## src/rtl/hid_rx_fifo_if.sv

```systemverilog
// HID register bus between a host and the receive-FIFO bank.
// Every access is a single-cycle strobe. Read data is registered by the slave.
interface hid_rx_fifo_if;
    logic        hid_en;
    logic [7:0]  hid_we;
    logic [19:0] hid_addr;
    logic [63:0] hid_wrdata;
    logic [63:0] hid_rddata;

    modport master (
        output hid_en,
        output hid_we,
        output hid_addr,
        output hid_wrdata,
        input  hid_rddata
    );

    modport slave (
        input  hid_en,
        input  hid_we,
        input  hid_addr,
        input  hid_wrdata,
        output hid_rddata
    );
endinterface

```

## src/rtl/hid_rx_fifo.sv

```systemverilog
// Multi-channel scan-code receive FIFO bank with per-channel status, flush,
// sticky overflow and a level interrupt, exposed on the 64-bit HID bus.
module hid_rx_fifo #(
    parameter int NCH    = 2,
    parameter int DEPTH  = 16,
    parameter int CODE_W = 8
) (
    input  logic                    clk_i,
    input  logic                    rst,
    input  logic [NCH-1:0]          scan_ready_i,
    input  logic [NCH*CODE_W-1:0]   scan_code_i,
    input  logic [NCH-1:0]          scan_released_i,
    hid_rx_fifo_if.slave            bus,
    output logic                    irq_o
);

    localparam int PW = $clog2(DEPTH);
    localparam int CW = PW + 1;
    localparam int EW = CODE_W + 1;

    localparam logic [1:0] REG_DATA = 2'd0;
    localparam logic [1:0] REG_STAT = 2'd1;
    localparam logic [1:0] REG_CTRL = 2'd2;

    logic [NCH-1:0]         rdy_q;
    logic [NCH-1:0][PW-1:0] wr_ptr_q, wr_ptr_d;
    logic [NCH-1:0][PW-1:0] rd_ptr_q, rd_ptr_d;
    logic [NCH-1:0][CW-1:0] count_q,  count_d;
    logic [NCH-1:0]         ovf_q,    ovf_d;
    logic [NCH-1:0]         ie_q,     ie_d;
    logic [63:0]            rddata_q, rddata_d;
    logic                   irq_q,    irq_d;

    logic [EW-1:0]          mem_q [NCH][DEPTH];

    logic [NCH-1:0]         push_s, pop_s, flush_s, ovf_clr_s, ovf_set_s;
    logic [NCH-1:0]         ctrl_wr_s, mem_we_s, empty_s, full_s, sel_s;
    logic [NCH-1:0][EW-1:0] entry_s, head_s;

    logic                   bus_wr_s, bus_rd_s;
    logic [1:0]             reg_sel_s;
    logic [2:0]             ch_sel_s;
    logic                   unused_bits_s;

    assign bus_wr_s  = bus.hid_en & (|bus.hid_we);
    assign bus_rd_s  = bus.hid_en & ~(|bus.hid_we);
    assign reg_sel_s = bus.hid_addr[4:3];
    assign ch_sel_s  = bus.hid_addr[7:5];

    assign unused_bits_s = ^{bus.hid_addr[19:8], bus.hid_addr[2:0], bus.hid_wrdata[63:3]};

    for (genvar c = 0; c < NCH; c++) begin : g_ch
        assign sel_s[c]     = (ch_sel_s == 3'(c));
        assign push_s[c]    = scan_ready_i[c] & ~rdy_q[c];
        assign entry_s[c]   = {scan_released_i[c], scan_code_i[c*CODE_W +: CODE_W]};
        assign empty_s[c]   = (count_q[c] == CW'(0));
        assign full_s[c]    = (count_q[c] == CW'(DEPTH));
        assign head_s[c]    = mem_q[c][rd_ptr_q[c]];
        assign pop_s[c]     = bus_wr_s & sel_s[c] & (reg_sel_s == REG_DATA) & ~empty_s[c];
        assign ctrl_wr_s[c] = bus_wr_s & sel_s[c] & (reg_sel_s == REG_CTRL);
        assign flush_s[c]   = ctrl_wr_s[c] & bus.hid_wrdata[1];
        assign ovf_clr_s[c] = ctrl_wr_s[c] & bus.hid_wrdata[2];
        // A push into a full FIFO only survives when a pop frees the slot in the same cycle.
        assign mem_we_s[c]  = push_s[c] & ~flush_s[c] & (~full_s[c] | pop_s[c]);
        assign ovf_set_s[c] = push_s[c] & ~flush_s[c] & full_s[c] & ~pop_s[c];
    end

    // Per-channel pointer, count, overflow and interrupt-enable next state.
    always_comb begin
        wr_ptr_d = wr_ptr_q;
        rd_ptr_d = rd_ptr_q;
        count_d  = count_q;
        ovf_d    = ovf_q;
        ie_d     = ie_q;
        for (int c = 0; c < NCH; c++) begin
            if (flush_s[c]) begin
                wr_ptr_d[c] = PW'(0);
                rd_ptr_d[c] = PW'(0);
                count_d[c]  = CW'(0);
            end else begin
                if (mem_we_s[c]) begin
                    wr_ptr_d[c] = wr_ptr_q[c] + PW'(1);
                end else begin
                    wr_ptr_d[c] = wr_ptr_q[c];
                end
                if (pop_s[c]) begin
                    rd_ptr_d[c] = rd_ptr_q[c] + PW'(1);
                end else begin
                    rd_ptr_d[c] = rd_ptr_q[c];
                end
                if (mem_we_s[c] & ~pop_s[c]) begin
                    count_d[c] = count_q[c] + CW'(1);
                end else if (pop_s[c] & ~mem_we_s[c]) begin
                    count_d[c] = count_q[c] - CW'(1);
                end else begin
                    count_d[c] = count_q[c];
                end
            end
            // A fresh overflow outranks a clear arriving in the same cycle.
            if (ovf_set_s[c]) begin
                ovf_d[c] = 1'b1;
            end else if (ovf_clr_s[c]) begin
                ovf_d[c] = 1'b0;
            end else begin
                ovf_d[c] = ovf_q[c];
            end
            if (ctrl_wr_s[c]) begin
                ie_d[c] = bus.hid_wrdata[0];
            end else begin
                ie_d[c] = ie_q[c];
            end
        end
    end

    // Read-data mux; unmapped channels and the reserved register read as zero.
    always_comb begin
        rddata_d = rddata_q;
        if (bus_rd_s) begin
            rddata_d = 64'd0;
            for (int c = 0; c < NCH; c++) begin
                if (sel_s[c]) begin
                    case (reg_sel_s)
                        REG_DATA: begin
                            rddata_d[63]       = ~empty_s[c];
                            rddata_d[EW-1:0]   = empty_s[c] ? EW'(0) : head_s[c];
                        end
                        REG_STAT: begin
                            rddata_d[0]     = empty_s[c];
                            rddata_d[1]     = full_s[c];
                            rddata_d[2]     = ovf_q[c];
                            rddata_d[23:16] = 8'(count_q[c]);
                        end
                        REG_CTRL: begin
                            rddata_d[2:0] = {ovf_q[c], 1'b0, ie_q[c]};
                        end
                        default: begin
                            rddata_d = 64'd0;
                        end
                    endcase
                end else begin
                    rddata_d = rddata_d;
                end
            end
        end else begin
            rddata_d = rddata_q;
        end
    end

    // Interrupt level from the registered FIFO state.
    always_comb begin
        irq_d = |(ie_q & (~empty_s | ovf_q));
    end

    // Control and output registers.
    always_ff @(posedge clk_i or posedge rst) begin
        if (rst) begin
            rdy_q    <= '0;
            wr_ptr_q <= '0;
            rd_ptr_q <= '0;
            count_q  <= '0;
            ovf_q    <= '0;
            ie_q     <= '0;
            rddata_q <= 64'd0;
            irq_q    <= 1'b0;
        end else begin
            rdy_q    <= scan_ready_i;
            wr_ptr_q <= wr_ptr_d;
            rd_ptr_q <= rd_ptr_d;
            count_q  <= count_d;
            ovf_q    <= ovf_d;
            ie_q     <= ie_d;
            rddata_q <= rddata_d;
            irq_q    <= irq_d;
        end
    end

    // Entry storage; contents are only observed through valid pointers.
    always_ff @(posedge clk_i) begin
        for (int c = 0; c < NCH; c++) begin
            if (mem_we_s[c]) begin
                mem_q[c][wr_ptr_q[c]] <= entry_s[c];
            end
        end
    end

    assign bus.hid_rddata = rddata_q;
    assign irq_o          = irq_q;

endmodule

```

## src/flat_wrapper.sv

```systemverilog
// flat-port wrapper written by rule: the top's interface ports become plain ports
module hid_rx_fifo_flat 
#(
    parameter int NCH    = 2,
    parameter int DEPTH  = 16,
    parameter int CODE_W = 8
)
  (clk_i, rst, scan_ready_i, scan_code_i, scan_released_i, irq_o, bus_hid_en, bus_hid_we, bus_hid_addr, bus_hid_wrdata, bus_hid_rddata);
  hid_rx_fifo_if bus_i ();
  input  logic clk_i;
  input  logic rst;
  input  logic [NCH-1:0] scan_ready_i;
  input  logic [NCH*CODE_W-1:0] scan_code_i;
  input  logic [NCH-1:0] scan_released_i;
  output logic irq_o;
  input wire logic [$bits(bus_i.hid_en)-1:0] bus_hid_en;
  input wire logic [$bits(bus_i.hid_we)-1:0] bus_hid_we;
  input wire logic [$bits(bus_i.hid_addr)-1:0] bus_hid_addr;
  input wire logic [$bits(bus_i.hid_wrdata)-1:0] bus_hid_wrdata;
  output wire logic [$bits(bus_i.hid_rddata)-1:0] bus_hid_rddata;
  assign bus_i.hid_en = bus_hid_en;
  assign bus_i.hid_we = bus_hid_we;
  assign bus_i.hid_addr = bus_hid_addr;
  assign bus_i.hid_wrdata = bus_hid_wrdata;
  assign bus_hid_rddata = bus_i.hid_rddata;
  hid_rx_fifo #(.NCH(NCH), .DEPTH(DEPTH), .CODE_W(CODE_W)) u_core (.clk_i(clk_i), .rst(rst), .scan_ready_i(scan_ready_i), .scan_code_i(scan_code_i), .scan_released_i(scan_released_i), .bus(bus_i), .irq_o(irq_o));
endmodule
```

## config.mk

```make
export PLATFORM = sky130hd
export DESIGN_NAME = hid_rx_fifo_flat
export DESIGN_NICKNAME = d
export VERILOG_FILES = /design/src/rtl/hid_rx_fifo_if.sv /design/src/rtl/hid_rx_fifo.sv /design/src/flat_wrapper.sv
export SDC_FILE = /design/constraint.sdc
export NUM_CORES = 1
export LEC_CHECK = 0
export BUFFER_PORTS_ARGS = -buffer_cell sky130_fd_sc_hd__buf_2
export CAP_MARGIN = 20
export CORE_MARGIN = 10
export CORE_UTILIZATION = 58
export DETAILED_ROUTE_END_ITERATION = 12
export PLACE_DENSITY = 0.91
export SLEW_MARGIN = 20
export SYNTH_ARGS = -nofsm -noshare
export SYNTH_HDL_FRONTEND = slang
export SYNTH_SLANG_ARGS = --single-unit
```

## constraint.sdc

```tcl
create_clock -name clk_i -period 4.6 [get_ports clk_i]
set_clock_uncertainty 0.1 [all_clocks]
set_input_delay 0 -clock clk_i [delete_from_list [all_inputs] [get_ports clk_i]]
set_output_delay 0 -clock clk_i [all_outputs]
set_load 0.005 [all_outputs]
```

; Yosys cells after proc, flatten, opt, wreduce, memory -nomap -nowiden
; Memories as Yosys holds them, arrays and structs flattened.
; Index checks and enable logic that the tools add are counted.
[op_classes]
addsub = 8
order_cmp = 6
n_eq_ne = 5
muxes = 46
bitwise = 50
reduce_logical = 19
[op_table]
columns = op, count
row1 = two-way mux 144 bit, 2
row2 = two-way mux 64 bit, 2
row3 = binary-select mux 9 bit (select 4 bit), 2
row4 = demux 9 bit (select 4 bit), 2
row5 = two-way mux 9 bit, 8
row6 = two-way mux 39 bit, 1
row7 = two-way mux 5 bit, 7
row8 = two-way mux 4 bit, 8
row9 = AND 1 bit, 28
row10 = ">= comparator 5 bit, second input constant", 4
row11 = inverter 4 -> 5 bit, 4
row12 = case mux 3 bit (3 select lines), 2
row13 = "adder 4 x 1 -> 4 bit, second input constant", 4
row14 = case mux 8 bit (2 select lines), 1
row15 = inverter 1 bit, 13
row16 = case mux 6 bit (2 select lines), 1
row17 = nonzero test 2 bit, 6
row18 = "adder 5 x 1 -> 5 bit, second input constant", 2
row19 = "== test 5 bit, second input constant", 2
row20 = zero test 5 bit, 2
row21 = "less-than comparator 5 x 1 -> 1 bit, second input constant", 2
row22 = "subtractor 5 x 1 -> 5 bit, second input constant", 2
row23 = OR reduction 8 bit, 1
row24 = two-way mux 1 bit, 7
row25 = 16 further kinds, 21
[totals]
reg_bits = 97
ram_bits = 288
out_inout_bits = 65
memories = 1
[memory_table]
columns = memory, depth, word_bits, rd, rd_clocked_by_memory_dff, write_ports, line
row1 = u_core.mem_q, 2, 144, 2, 0, 2, hid_rx_fifo.sv:34  ; logic [EW-1:0] mem_q [NCH][DEPTH];

; Depth between registers and ports, before layout
; Gate-level depths: netlist of run 1.
[logic_depth]
depth_word = 13
mapped_depth = 15
mapped_depth_nobuf = 14

; Worst setup path before layout of run 1
; Ideal clock, no wire load.
[synth_timing]
kind = reg-to-reg
start = register u_core.count_q[0] (netlist bit)
end = register u_core.count_q[4] (netlist bit)
setup_ps = 78
arrival_time_ps = 3032
setup_slack_ps = 1390
path_stages_with_launch = 13
n_path_buf = 0
path_cell_list = dfrtp_1 -> or4_1 -> o211a_1 -> a21oi_1 -> nor2_1 -> ha_1 -> inv_1 -> ha_1 -> a21o_1 -> a21oi_1 -> xnor2_1 -> or3_1 -> a21oi_1
[synth_via]
elab_chain_len = 8
[synth_rtl]
columns = item, line
row1 = start: declaration, hid_rx_fifo.sv:28  ; logic [NCH-1:0][CW-1:0] count_q, count_d;
row2 = start signal: assignment, hid_rx_fifo.sv:169  ; count_q <= count_d;
row3 = zero test 5 bit, hid_rx_fifo.sv:56  ; assign empty_s[c] = (count_q[c] == CW'(0));
row4 = inverter 1 bit, hid_rx_fifo.sv:59  ; assign pop_s[c] = bus_wr_s & sel_s[c] & (reg_sel_s == REG_DATA) & ~empty_s[c];
row5 = AND 1 bit, hid_rx_fifo.sv:59
row6 = OR 1 bit, hid_rx_fifo.sv:64  ; assign mem_we_s[c] = push_s[c] & ~flush_s[c] & (~full_s[c] | pop_s[c]);
row7 = AND 1 bit, hid_rx_fifo.sv:64
row8 = AND 1 bit or inverter 1 bit (tied branches), "hid_rx_fifo.sv:91, hid_rx_fifo.sv:93"
row9 = two-way mux 5 bit or AND 1 bit (tied branches), "hid_rx_fifo.sv:91, hid_rx_fifo.sv:93"
row10 = two-way mux 5 bit or nonzero test 3 bit (tied branches), -
; Parallel ways exist; a longest one is shown, timed or not. The select of a mux whose other input is x is not followed.
; A chain may end at the register's enable or synchronous reset.

; Worst setup path in the final report of run 1
[layout_timing]
start = input port bus_hid_en
end = register u_core.count_q[9] (netlist bit)
[layout_via]
elab_chain_len = 10
[layout_rtl]
columns = item, line
row1 = start: declaration, flat_wrapper.sv:16  ; input wire logic [$bits(bus_i.hid_en)-1:0] bus_hid_en;
row2 = AND 1 bit (*), hid_rx_fifo.sv:45  ; assign bus_wr_s = bus.hid_en & (|bus.hid_we);
row3 = AND 1 bit (*), "hid_rx_fifo.sv:59, hid_rx_fifo.sv:60"
row4 = AND 1 bit, hid_rx_fifo.sv:60  ; assign ctrl_wr_s[c] = bus_wr_s & sel_s[c] & (reg_sel_s == REG_CTRL);
row5 = AND 1 bit, hid_rx_fifo.sv:61  ; assign flush_s[c] = ctrl_wr_s[c] & bus.hid_wrdata[1];
row6 = inverter 1 bit, hid_rx_fifo.sv:64
row7 = AND 1 bit (2 in a row), hid_rx_fifo.sv:64
row8 = AND 1 bit or inverter 1 bit (tied branches), "hid_rx_fifo.sv:91, hid_rx_fifo.sv:93"
row9 = two-way mux 5 bit or AND 1 bit (tied branches), "hid_rx_fifo.sv:91, hid_rx_fifo.sv:93"
row10 = two-way mux 5 bit or nonzero test 3 bit (tied branches), -
; Mark *: on every way between the ends. The rest lies on a longest branch, timed or not.

==> results of run 1 <==
==> cell type report <==
| class | count | area [µm²] | share of cell area (%) |
|---|---|---|---|
| clock buffer | 38 | 781 | 4.79 |
| antenna | 1 | 2.50 | 0.0154 |
| tap | 324 | 405 | 2.49 |
| inverter | 12 | 46.3 | 0.284 |
| sequential | 336 | 9850 | 60.5 |
| timing repair buffer | 118 | 858 | 5.27 |
| clock inverter | 15 | 186 | 1.14 |
| multi-input combinational | 431 | 4160 | 25.5 |
==> what timing repair did <==
| item | 4_1_cts | 5_1_grt |
|---|---|---|
| hold buffers | 43 | 0 |
| resized for setup | 0 | 2 |
| endpoints found under the hold margin | 376 | 0 |
| endpoints found under the setup margin | 0 | 1 |
==> worst min path at each step <==
stage | from | end | depth (start not counted)
2_1_floorplan | scan_ready_i[0] | u_core.rdy_q[0] | 0
3_3_place_gp | scan_ready_i[1] | u_core.rdy_q[1] | 1
3_5_place_dp | scan_ready_i[1] | u_core.rdy_q[1] | 1
4_1_cts | bus_hid_we[4] | u_core.bus.hid_rddata[20] | 5
5_1_grt | bus_hid_addr[3] | u_core.bus.hid_rddata[18] | 4
6_report | rst | u_core.count_q[8] | 3
==> flip-flops by register name, summed over array words and instances (netlist names) <==
name                   count
u_core.rd_ptr_q            8
u_core.ie_q                2
u_core.wr_ptr_q            8
u_core.count_q            10
u_core.bus.hid_rddata     15
u_core.irq_o               1
u_core.rdy_q               2
u_core.ovf_q               2
u_core.mem_q             288
==> critical path, stage by stage <==
cell	delay [ps]
dlygate4sd3_1	540
buf_2	160
nand3_1	80
dlygate4sd3_1	600
a211oi_2	60
dlygate4sd3_1	590
buf_4	200
or3b_1	470
nor2_4	310
ha_1	250
inv_1	120
fa_1	420
a21o_1	190
a21oi_1	170
xnor2_1	90
or3_1	300
a21oi_1	140
==> power by group <==
part | total, W | switching [W] | internal, W
Clock | 0.00250 | 0.00108 | 0.00142
Combinational | 0.00160 | 0.000790 | 0.000813
Sequential | 0.00385 | 0.000318 | 0.00353
==> through the flow <==
step           total power (W)  setup slack (ps)  hold slack, ps  cells
2_1_floorplan          0.00497              1390           -68.6    859
3_3_place_gp           0.00529               905            27.9   1177
3_5_place_dp           0.00538               697            28.3   1178
4_1_cts                0.00791              13.1            13.8   1274
5_1_grt                0.00822               110            56.1   1275
6_report               0.00795               288            26.1   1275
==> kinds of logic after synthesis <==
group	synth area share, %
compound gates	3.95
xor+xnor	0.854
fa+ha+maj	2.46
buf+inv	3.84
flops	68.6
mux	14.4
other cells	0.0261
simple gates	5.82
==> synthesized netlist by cell type, drive strengths merged (9+ instances only) <==
master,count
mux2i,20
nor2b,25
o21ai,23
a21oi,23
mux4,81
buf,71
nand2,17
nor2,34
dfrtp,48
clkbuf,9
nor3,9
nand3,23
and3,14
inv,12
edfxtp,288
ha,25
==> routing by layer <==
layer / vias to the layer above / GRT usage (%) / wire (µm)
li1: 3351 / - / -
met1: 4146 / 28.0 / 12200
met2: 687 / 37.2 / 17500
met3: 150 / 4.72 / 4040
met4: 0 / 9.66 / 1820
met5: - / 0 / 0
==> flow_metrics.env, run 1 <==
export IMPL_area_growth_pct=13.5
export IMPL_reg2reg_to="u_core.count_q[4]"
export IMPL_powerDensity_nw_per_um2=488
export IMPL_hold_viol_final=0
export IMPL_gp_congestion=0.863
export IMPL_worst_ep_required_time_ps=4990
export IMPL_endpoint_kind="flip-flop"
export IMPL_netlist_area_leader_share_pct=60.3
export IMPL_cts_buffers=30
export IMPL_clock_sinks=336
export IMPL_fin_nets=1071
export IMPL_synthArstFlopShare_pct=14.3
export IMPL_drtPass1Iterations=6
export IMPL_vias=8334
export IMPL_track_usage_pct=22.4
export IMPL_synth_cell_types=56
export IMPL_wl_mm=35.5
export IMPL_reg2regPathDepth=12
export IMPL_die_h_um=177
export IMPL_core_um2=24300
export IMPL_r2r_slack_ps=880
export IMPL_peakVddDrop_v=0.000249
export IMPL_syn_area_um2=14400
export IMPL_tritoncts="yes"
export IMPL_drtIter0Drc=1271
export IMPL_synth_edf_count=288
export IMPL_setup_viol=0
export IMPL_clk_pin_slew_worst_paths_ps=60
export IMPL_rsz0062_at_grt="no"
export IMPL_max_slew_margin_pct=19.8
export IMPL_period_minus_slack_ps=4310
export IMPL_place_port_buffers=54
export IMPL_dp_hpwl_mm=20.2
export IMPL_arrival_ps=4710
export IMPL_hold_class="input port to asynchronous set/reset pin"
export IMPL_syn_inst=811
export IMPL_synth_main_ff_cell="edfxtp_1"
export IMPL_path_max_fanout=15
export IMPL_crit_path_start_kind="input port"
export IMPL_clk_latency_ps=570
export IMPL_timing_fmax_ghz=0.232
export IMPL_yosys_top_cells_area="edfxtp_1 60%, mux4_2 13%, dfrtp_1 8.4%"
export IMPL_gr_total_overflow=0
export IMPL_path_class="input port to flip-flop"
export IMPL_post_cts_buffers=0
export IMPL_status="finished clean"
export IMPL_nFillCells=1486
export IMPL_post_route_drc_count=0
export IMPL_worstMarginPinSlew_ps=1200
export IMPL_antenna_found_initial=1
export IMPL_fin_crit_sh_pct=93.7
export IMPL_critPathLaunch="bus_hid_en"
export IMPL_place_area_um2=14900
export IMPL_fin_util_pct=67.0
export IMPL_reg2reg_from="u_core.count_q[0]"
export IMPL_vias_per_cell=6.54
export IMPL_synth_largest_area_cell="edfxtp_1"
export IMPL_drive_above_1_share_pct=23.1
export IMPL_fin_setup_tns_ps=0
export IMPL_grt_first_pass_wirelength_mm=52.7
export IMPL_cts_max_path_buffers=3
export IMPL_ys_seq_area_share_pct=68.6
export IMPL_mostFrequentLayoutCell="edfxtp_1"
export IMPL_die_w_um=177
export IMPL_cts_root_buffer="clkbuf_16"
export IMPL_row_count=57
export IMPL_ant_nets=0
export IMPL_mostFrequentLayoutCells="288 x edfxtp_1, 81 x mux4_2, 54 x buf_2"
export IMPL_io_pins=180
export IMPL_drv_cap=0
export IMPL_initial_utilization_pct=59.0
export IMPL_postSynthAreaPerCell_um2=17.7
export IMPL_die_area_um2=31400
export IMPL_drv_slew=0
export IMPL_first_global_vias=8328
export IMPL_yosys_register_bits=336
export IMPL_wire_per_inst_um=27.9
export IMPL_worstSetupEndpoint="u_core.count_q[9]"
export IMPL_yosysWarnings=0
export IMPL_grt_max_degree=49
export IMPL_final_area_um2=16300
export IMPL_power_leakage_nw=5.66
export IMPL_htree_num_levels=1
No activity file was read; power rests on OpenSTA's default activity.
==> inputs of run 2 (changes only) <==
Settings changed: CORE_UTILIZATION 58 to 52, PLACE_DENSITY 0.91 to 0.87.
Clock period 4.6 ns to 3.6 ns, I/O delays scaled along.
==> run 2 against run 1 <==
Effect of this change: sequential power increased by 25%; worst hold slack got worse by 18 ps; core utilization down 6.0 points; largest cell class unchanged; highest routed layer unchanged.
==> flow_metrics.env, run 2 (synthesis gave the netlist of run 1 again) <==
export IMPL_status="finished clean"
export IMPL_busiest_layer="met2"
export IMPL_crit_path_start_kind="flip-flop"
export IMPL_mostFrequentLayoutCell="edfxtp_1"
export IMPL_post_place_ws_ps=83.1
export IMPL_drive_above_1_share_pct=25.3
export IMPL_drv_slew=0
export IMPL_row_count=60
export IMPL_endpoint_kind="flip-flop"
export IMPL_cpMaxStageDelayCell="dfrtp_1"
export IMPL_grt_max_degree=49
export IMPL_clk_latency_ps=520
export IMPL_peakVddDrop_v=0.000409
export IMPL_powerDensity_nw_per_um2=643
export IMPL_pwr_share_clk_pct=34.1
export IMPL_period_minus_slack_ps=3420
export IMPL_mostFrequentLayoutCells="288 x edfxtp_1, 81 x mux4_2, 54 x buf_2"
export IMPL_cts_root_buffer="clkbuf_16"
export IMPL_setup_slack_ps=184
export IMPL_wire_per_inst_um=24.6
export IMPL_die_w_um=186
export IMPL_area_growth_pct=14.8
export IMPL_switching_share_pct=26.8
export IMPL_gp_congestion=0.863
export IMPL_htree_num_levels=2
export IMPL_grt_first_pass_wirelength_mm=48.6
export IMPL_met3_usage_pct=2.81
export IMPL_worstMarginPinSlew_ps=1120
export IMPL_first_global_vias=8040
export IMPL_arrival_ps=3740
export IMPL_met2_usage_pct=31.4
export IMPL_die_h_um=186
export IMPL_ant_nets=0
export IMPL_core_um2=27000
export IMPL_io_pins=180
export IMPL_p_seq_share_pct=45.6
export IMPL_worst_hold_slack_ps=8.06
export IMPL_p_comb_share_pct=20.3
export IMPL_vias=7925
export IMPL_place_port_buffers=54
export IMPL_tritoncts="yes"
export IMPL_hold_class="input port to flip-flop"
export IMPL_cts_max_path_buffers=3
export IMPL_net_switching_power_w=0.00283
export IMPL_p_int_w=0.00775
export IMPL_worst_ep_required_time_ps=3930
export IMPL_clock_sinks=336
export IMPL_nFillCells=1826
export IMPL_timing_fmax_ghz=0.293
export IMPL_largest_register_ffs=288
export IMPL_fin_util_pct=60.9
export IMPL_initial_utilization_pct=53.1
export IMPL_fin_setup_tns_ps=0
export IMPL_path_max_fanout=13
export IMPL_clk_pin_slew_worst_paths_ps=60
export IMPL_antenna_found_initial=0
export IMPL_drtPass1Iterations=7
export IMPL_drtIter0Drc=812
export IMPL_max_slew_margin_pct=25.5
export IMPL_post_route_drc_count=0
export IMPL_fin_crit_sh_pct=94.9
export IMPL_setup_viol=0
export IMPL_wl_mm=31.9
export IMPL_gr_total_overflow=0
export IMPL_placedCellCount=1212
export IMPL_fin_nets=1076
export IMPL_drv_cap=0
export IMPL_vias_per_cell=6.09
export IMPL_cts_buffers=34
export IMPL_dp_hpwl_mm=20.1
export IMPL_grtUsageMet1_pct=24.1
export IMPL_max_stage_delay_ps=440
export IMPL_hold_viol_final=0
export IMPL_die_area_um2=34600
export IMPL_power_leakage_nw=5.77
export IMPL_crit_chain="or3_1, o31ai_1, o21a_1, nor2_2, ha_1, inv_1, ha_1, a21o_1, a21oi_1, xnor2_1, or3_1, a21oi_1"
export IMPL_track_usage_pct=18.5
export IMPL_rsz0062_at_grt="no"
export IMPL_path_class="flip-flop to flip-flop"
export IMPL_final_cells=1301
==> run 2: changes by cell type in the layout (fill, tap and decap cells not counted), moves of 2 or more <==
cell,delta
nor2b_2,-3
clkbuf_16,+5
dlygate4sd3_1,-17
buf_12,+2
buf_4,+16
clkinvlp_4,+2
nor2b_1,+3
==> run 2: power by group through the flow <==
stage	logic [W]	registers [W]	clock network [W]
after detailed placement	0.00207	0.00490	0
after global routing	0.00232	0.00486	0.00381
after global placement	0.00200	0.00487	0
after floorplan	0.00162	0.00474	0
after CTS	0.00213	0.00482	0.00365
final	0.00215	0.00483	0.00361
==> run 2: final cells by class <==
| class | instances | area, µm² | area share, % |
|---|---|---|---|
| Inverter | 12 | 46.3 | 0.281 |
| Antenna cell | 1 | 2.50 | 0.0152 |
| Timing Repair Buffer | 119 | 848 | 5.15 |
| Multi-Input combinational cell | 431 | 4150 | 25.2 |
| Tap cell | 341 | 427 | 2.59 |
| Sequential cell | 336 | 9850 | 59.8 |
| Clock inverter | 18 | 244 | 1.48 |
| Clock buffer | 43 | 906 | 5.50 |
==> run 2: per-stage QoR <==
step	power [W]	instance area, µm²
floorplan	0.00636	14500
global placement	0.00687	15000
detailed placement	0.00696	15000
CTS	0.0106	16400
global route	0.0110	16500
finish	0.0106	16500
==> run 2: per-layer routing <==
metal,wire length (µm),vias up
met5,0,-
met4,791,0
met3,2500,52
met2,16000,394
met1,12600,4094
li1,-,3385
==> run 2: timing repair <==
item / 4_1_cts / 5_1_grt
setup buffers: 0 / 1
endpoints found under the setup margin: 0 / 2
gates resized for setup: 0 / 3
hold endpoints to repair: 353 / 0
hold buffers: 26 / 0
==> run 2: path summary, 6_finish.rpt <==
check	startpoint	to	slack [ps]	cells after the start
min reg2reg	u_core.bus.hid_rddata[18]	u_core.bus.hid_rddata[18]	370	2
max	u_core.count_q[7]	u_core.count_q[9]	180	12
min in group asynchronous	rst	u_core.count_q[8]	70	3
max reg2reg	u_core.count_q[7]	u_core.count_q[9]	180	12
min	bus_hid_wrdata[1]	u_core.count_q[7]	8	5
max in group asynchronous	rst	u_core.rd_ptr_q[4]	2770	3
==> run 2: worst max-delay path: cells and delay by family, from the launching register on <==
kind                     cells  cell delay [ps]
AND/OR/NAND/NOR              3              830
flip-flops                   1              440
adder cells (fa/ha/maj)      2              500
AO/OA/AOI/OAI                5             1200
XOR/XNOR                     1              100
buffers and inverters        1              170
